### config.mk
export PLATFORM = sky130hd
export DESIGN_NAME = axi_fifo_master_port
export DESIGN_NICKNAME = d
export VERILOG_FILES = /design/src/rtl/axi_fifo_master_port.sv
export SDC_FILE = /design/constraint.sdc
export NUM_CORES = 1
export LEC_CHECK = 0
export CAP_MARGIN = 20
export CORE_AREA = 2 2 154 156
export DETAILED_ROUTE_END_ITERATION = 16
export DIE_AREA = 0 0 156 158
export MAX_ROUTING_LAYER = met4
export SLEW_MARGIN = 10
export SYNTH_ARGS = -nofsm -noshare
export SYNTH_HDL_FRONTEND = slang
export SYNTH_SLANG_ARGS = --single-unit
### constraint.sdc
create_clock -name clk -period 2.58 [get_ports clk]
set_clock_uncertainty 0.1 [all_clocks]
set_input_delay 0.774 -clock clk [delete_from_list [all_inputs] [get_ports clk]]
set_output_delay 0.774 -clock clk [all_outputs]
set_load 0.1 [all_outputs]
### src/rtl/axi_fifo_master_port.sv
// rtl/axi_fifo_master_port.sv - AXI4 master end of the CDC bridge, slave clock domain
//
// Pops AR/AW/W entries from first-word-fall-through CDC FIFOs, replays them as
// an AXI4 master on the local bus, and pushes R/B beats into the return FIFOs.
// One read and one write may be outstanding at a time, each with its own FSM.
//
// Ports:
//   clk, rst_n                      clock, asynchronous active-low reset
//   ar_/aw_/w_ not_empty, r_data    FIFO heads (FWFT), ar/aw {id,addr,len,size,burst}, w {data,strb,last}
//   ar_/aw_/w_ rd_en                pop strobes, one cycle per entry
//   r_/b_ not_full, wr_en, w_data   return FIFOs, r {id,data,resp,last}, b {id,resp}
//   AR*/R*/AW*/W*/B*                AXI4 master channels
//   rd_busy, wr_busy                FSM not idle
//   wlast_err                       sticky: W entry last bit disagreed with the beat counter
module axi_fifo_master_port #(
    parameter  int ID_W   = 8,
    parameter  int ADDR_W = 32,
    parameter  int DATA_W = 32,
    localparam int A_W    = ID_W + ADDR_W + 9,
    localparam int R_W    = ID_W + DATA_W + 3,
    localparam int STRB_W = DATA_W / 8,
    localparam int W_W    = DATA_W + STRB_W + 1,
    localparam int B_W    = ID_W + 2
) (
    input  logic              clk,
    input  logic              rst_n,

    input  logic              ar_not_empty,
    input  logic [A_W-1:0]    ar_r_data,
    output logic              ar_rd_en,
    input  logic              aw_not_empty,
    input  logic [A_W-1:0]    aw_r_data,
    output logic              aw_rd_en,
    input  logic              w_not_empty,
    input  logic [W_W-1:0]    w_r_data,
    output logic              w_rd_en,

    input  logic              r_not_full,
    output logic              r_wr_en,
    output logic [R_W-1:0]    r_w_data,
    input  logic              b_not_full,
    output logic              b_wr_en,
    output logic [B_W-1:0]    b_w_data,

    output logic [ID_W-1:0]   ARID,
    output logic [ADDR_W-1:0] ARADDR,
    output logic [3:0]        ARLEN,
    output logic [2:0]        ARSIZE,
    output logic [1:0]        ARBURST,
    output logic              ARVALID,
    input  logic              ARREADY,

    input  logic [ID_W-1:0]   RID,
    input  logic [DATA_W-1:0] RDATA,
    input  logic [1:0]        RRESP,
    input  logic              RLAST,
    input  logic              RVALID,
    output logic              RREADY,

    output logic [ID_W-1:0]   AWID,
    output logic [ADDR_W-1:0] AWADDR,
    output logic [3:0]        AWLEN,
    output logic [2:0]        AWSIZE,
    output logic [1:0]        AWBURST,
    output logic              AWVALID,
    input  logic              AWREADY,

    output logic [DATA_W-1:0] WDATA,
    output logic [STRB_W-1:0] WSTRB,
    output logic              WLAST,
    output logic              WVALID,
    input  logic              WREADY,

    input  logic [ID_W-1:0]   BID,
    input  logic [1:0]        BRESP,
    input  logic              BVALID,
    output logic              BREADY,

    output logic              rd_busy,
    output logic              wr_busy,
    output logic              wlast_err
);

    typedef enum logic [1:0] {RD_IDLE, RD_ADDR, RD_DATA} rd_state_t;
    typedef enum logic [1:0] {WR_IDLE, WR_ADDR, WR_DATA, WR_RESP} wr_state_t;

    rd_state_t  rd_state;
    wr_state_t  wr_state;
    logic       active;
    logic [3:0] beat_cnt;
    logic       r_hs;
    logic       w_hs;
    logic       b_hs;
    logic       w_head_last;

    // Pops are combinational on not_empty, so they must be held off while reset
    // is asserted; this flop clears asynchronously and rises on the first clock.
    always_ff @(posedge clk or negedge rst_n) begin
        if (!rst_n) begin
            active <= 1'b0;
        end else begin
            active <= 1'b1;
        end
    end

    // Read path: R beats pass straight through to the R FIFO.
    assign ar_rd_en = active && (rd_state == RD_IDLE) && ar_not_empty;
    assign RREADY   = (rd_state == RD_DATA) && r_not_full;
    assign r_hs     = RVALID && RREADY;
    assign r_wr_en  = r_hs;
    assign r_w_data = {RID, RDATA, RRESP, RLAST};
    assign rd_busy  = (rd_state != RD_IDLE);

    always_ff @(posedge clk or negedge rst_n) begin
        if (!rst_n) begin
            rd_state <= RD_IDLE;
            ARVALID  <= 1'b0;
            ARID     <= '0;
            ARADDR   <= '0;
            ARLEN    <= '0;
            ARSIZE   <= '0;
            ARBURST  <= '0;
        end else begin
            case (rd_state)
                RD_IDLE: begin
                    if (ar_rd_en) begin
                        {ARID, ARADDR, ARLEN, ARSIZE, ARBURST} <= ar_r_data;
                        ARVALID  <= 1'b1;
                        rd_state <= RD_ADDR;
                    end
                end
                RD_ADDR: begin
                    if (ARREADY) begin
                        ARVALID  <= 1'b0;
                        rd_state <= RD_DATA;
                    end
                end
                RD_DATA: begin
                    // Returning to idle forces one idle cycle before the next pop.
                    if (r_hs && RLAST) begin
                        rd_state <= RD_IDLE;
                    end
                end
                default: begin
                    rd_state <= RD_IDLE;
                    ARVALID  <= 1'b0;
                end
            endcase
        end
    end

    // Write path: W data/strobe come straight from the FIFO head; WLAST comes
    // from the beat counter, not from the entry, so a bad entry cannot
    // shorten or lengthen the burst.
    assign w_head_last = w_r_data[0];
    assign aw_rd_en    = active && (wr_state == WR_IDLE) && aw_not_empty;
    assign WVALID      = (wr_state == WR_DATA) && w_not_empty;
    assign WLAST       = (wr_state == WR_DATA) && (beat_cnt == AWLEN);
    assign WDATA       = w_r_data[W_W-1 -: DATA_W];
    assign WSTRB       = w_r_data[STRB_W:1];
    assign w_hs        = WVALID && WREADY;
    assign w_rd_en     = w_hs;
    assign BREADY      = (wr_state == WR_RESP) && b_not_full;
    assign b_hs        = BVALID && BREADY;
    assign b_wr_en     = b_hs;
    assign b_w_data    = {BID, BRESP};
    assign wr_busy     = (wr_state != WR_IDLE);

    always_ff @(posedge clk or negedge rst_n) begin
        if (!rst_n) begin
            wr_state  <= WR_IDLE;
            AWVALID   <= 1'b0;
            AWID      <= '0;
            AWADDR    <= '0;
            AWLEN     <= '0;
            AWSIZE    <= '0;
            AWBURST   <= '0;
            beat_cnt  <= '0;
            wlast_err <= 1'b0;
        end else begin
            case (wr_state)
                WR_IDLE: begin
                    if (aw_rd_en) begin
                        {AWID, AWADDR, AWLEN, AWSIZE, AWBURST} <= aw_r_data;
                        AWVALID  <= 1'b1;
                        beat_cnt <= '0;
                        wr_state <= WR_ADDR;
                    end
                end
                WR_ADDR: begin
                    if (AWREADY) begin
                        AWVALID  <= 1'b0;
                        wr_state <= WR_DATA;
                    end
                end
                WR_DATA: begin
                    if (w_hs) begin
                        // With AWLEN=15 the counter wraps only on the final beat,
                        // after which it is no longer looked at.
                        beat_cnt <= beat_cnt + 4'd1;
                        if (w_head_last != WLAST) begin
                            wlast_err <= 1'b1;
                        end
                        if (WLAST) begin
                            wr_state <= WR_RESP;
                        end
                    end
                end
                WR_RESP: begin
                    if (b_hs) begin
                        wr_state <= WR_IDLE;
                    end
                end
                default: begin
                    wr_state <= WR_IDLE;
                    AWVALID  <= 1'b0;
                end
            endcase
        end
    end

endmodule

==> key figures <==
Worst setup path
  • CP top delay family: flip-flops
  • Crit path buf inv count: 2
  • CP peak stage delay: about 0.45 ns
  • Worst Path Max Fanout: 5
  • Required time of the critical path: ~1.7 ns
  • CP Class: reg2out
  • CP Cell Sequence: xor2_1 -> nor4_2 -> buf_4 -> and2_4 -> buf_12
  • Startpoint type of the worst setup path: flip-flop
  • Crit. End Element: output port
  • CP max-delay cell: dfrtp_2
  • CP Data Arrival Time: 1.70 ns

Place
  • GP Congestion: roughly 0.73
  • DP Area: ~7000 sq um
  • DP Wirelength: approximately 12 mm
  • # port buffers: around 220

Logic synthesis
  • Synth unique cells: 37
  • Leading area contributor after synthesis: dfrtp_1
  • Synth Warn #: 0
  • Synthesis-stage register bit count: 110
  • Syn nets: about 590
  • Post-synth top area share: 0.540
  • EDFF count, synth: 0
  • Sequential share of the synthesized area: 0.540
  • Avg Cell Area, Syn: roughly 13 sq um
  • Area contributors post-synth: dfrtp_1 (54%), mux2_1 (17%), buf_4 (14%)
  • Cells after Synth: about 380
  • Post-synth top flop: dfrtp_1
  • Async S/R FF share, synth: 1.00
  • Mapped Area: 5100 sq um

Cells and area
  • Commonest non-fill, non-tap cells in the layout: buf_4 (121), clkdlybuf4s50_1 (105), dfrtp_1 (103)
  • Multi-input logic area: around 1600 sq um
  • Area Overhead vs Synth: 44.9%
  • Post-layout util: 0.320
  • Design Area, Final: ~7400 sq um
  • Register area: roughly 2800 sq um
  • Commonest non-fill, non-tap cell in the layout: buf_4
  • Nets@finish: around 740
  • Layout cells sized above 1: 0.369
  • Fill cell count: ~2300

Clock network
  • CTS Hold Bufs: 0
  • CTS buffer count: 9
  • H-tree depth: 3
  • Num Clock Sinks: 110
  • Root Driver: clkbuf_16
  • Clk_lat worst skew: 0.35 ns
  • TritonCTS clock tree: built
  • Clk buf depth: 2
  • Clock transition at the registers of the reported paths: approximately 0.08 ns

Die
  • Die X: around 160 um
  • Die H: around 160 um
  • Die area: around 25000 sq um
  • Rows: 56
  • Core area: 23100 sq um
  • Starting Density: 0.221
  • Ports: ~400

Worst hold path
  • HP Class: in2async

Detailed routing
  • Routed Antenna Nets: 0
  • Drc violations: 0
  • Iteration-0 DRC Markers: between 100 and 150
  • WL met2: 8.05 mm
  • Vias: between 3000 and 4000
  • Drt via density: ~4.1
  • Routed wire length: ~15 mm
  • Met1 Wirelength: about 4.8 mm
  • Detailed Routing Iterations Pass 1: 4
  • WL/cell: between 15 and 20 um
  • Top layer reached by signal wires: met4
  • Met3 wire len: between 2 and 2.5 mm

STA
  • Final worst-path cycle share: 0.998
  • RSZ-0062 raised after global routing: true
  • Fin. Hold Viols: 0
  • Min Hold Slack: just under 0.4 ns
  • FMAX: 0.389 GHz
  • Final TNS setup: 0 ns
  • Max Slew Vio Count: 0
  • Final setup viols: 0
  • Fin crit period: around 2.6 ns
  • Max_slew headroom: 0.611
  • Worst-Margin Slew: 0.584 ns

Global routing
  • Total grt overflow: 0
  • First-pass GRT wire length: about 22 mm
  • Largest net degree at the start of global routing: between 100 and 150
  • Vias in the first global route: 3601
  • Total Routing Usage GR: 0.123
  • Initial antenna violation count: 2

Flow run
  • Max cap viols: 0

Outcome
  • Status: finished, final reports clean
-- Yosys cell counts, types with 2 or more instances --
| master | instances |
|---|---|
| mux2_1 | 77 |
| a22oi_1 | 2 |
| nor2_1 | 6 |
| dfrtp_1 | 110 |
| a21o_1 | 3 |
| o21ai_0 | 4 |
| buf_2 | 5 |
| nor2_2 | 2 |
| a21oi_1 | 3 |
| nor3_1 | 3 |
| nand2_1 | 6 |
| inv_1 | 6 |
| o2bb2ai_1 | 3 |
| xor2_1 | 5 |
| mux2_2 | 21 |
| and2_1 | 4 |
| ha_1 | 6 |
| buf_4 | 94 |
-- routing by layer --
metal	vias up	track usage
met1	1632	0.108
met2	265	0.218
met3	12	0.0739
met5	-	-
li1	1526	-
met4	0	0.0428
-- kinds of logic (layout without fill, tap and decap cells) --
group | after synthesis | after routing | synth area share
xor+xnor | 5 | 5 | 0.00859
mux | 99 | 99 | 0.219
compound gates | 23 | 23 | 0.0366
fa+ha+maj | 6 | 6 | 0.0147
buf+inv | 105 | 266 | 0.148
other cells | 1 | 3 | 0.000736
flops | 110 | 110 | 0.540
simple gates | 30 | 30 | 0.0322
-- final cells by class --
cell class | instances | area share
Tap cell | 290 | 0.0491
Sequential cell | 110 | 0.374
Multi-Input combinational cell | 164 | 0.222
Clock buffer | 9 | 0.0305
Clock inverter | 6 | 0.0107
Inverter | 6 | 0.00356
Antenna cell | 2 | 0.000678
Timing Repair Buffer | 245 | 0.310
-- worst paths after layout --
path / depth (start not counted) / from / slack (ns) / end
min in group clk: 1 / ARADDR[16]$_DFFE_PN0P_ / 0.39 / ARADDR[16]$_DFFE_PN0P_
hold reg to reg: 1 / ARADDR[16]$_DFFE_PN0P_ / 0.39 / ARADDR[16]$_DFFE_PN0P_
setup reg to reg: 7 / wr_state[1]$_DFFE_PN0P_ / 0.50 / AWID[0]$_DFFE_PN0P_
hold / removal: 2 / rst_n / 0.39 / AWADDR[18]$_DFFE_PN0P_
max in group asynchronous: 2 / rst_n / 1.54 / ARBURST[1]$_DFFE_PN0P_
setup / recovery: 5 / beat_cnt[0]$_DFFE_PN0P_ / 0.006 / WLAST
-- state kept, by name, summed over array words and instances (netlist names) --
signal / flops
ARVALID: 1
ARID: 8
ARADDR: 32
active: 1
AWVALID: 1
ARBURST: 2
rd_state: 2
ARSIZE: 3
wlast_err: 1
AWBURST: 2
AWSIZE: 3
wr_state: 2
AWID: 8
AWADDR: 32
beat_cnt: 4
ARLEN: 4
AWLEN: 4
-- per-stage QoR --
step,std cells,worst slack (ns)
2_1_floorplan,379,-0.0691
3_3_place_gp,807,-0.0600
3_5_place_dp,807,-0.0609
4_1_cts,823,-0.0300
5_1_grt,832,-0.0537
6_report,832,0.00630
-- timing repair --
action	CTS	global route
gates resized for setup	7	6
endpoints found under the setup margin	7	5
buffers inserted	1	7
cloned	0	0
pin swaps	4	3
Power is not shown: default switching activity piles up to over one toggle a cycle in this logic, so the estimate is an artifact.
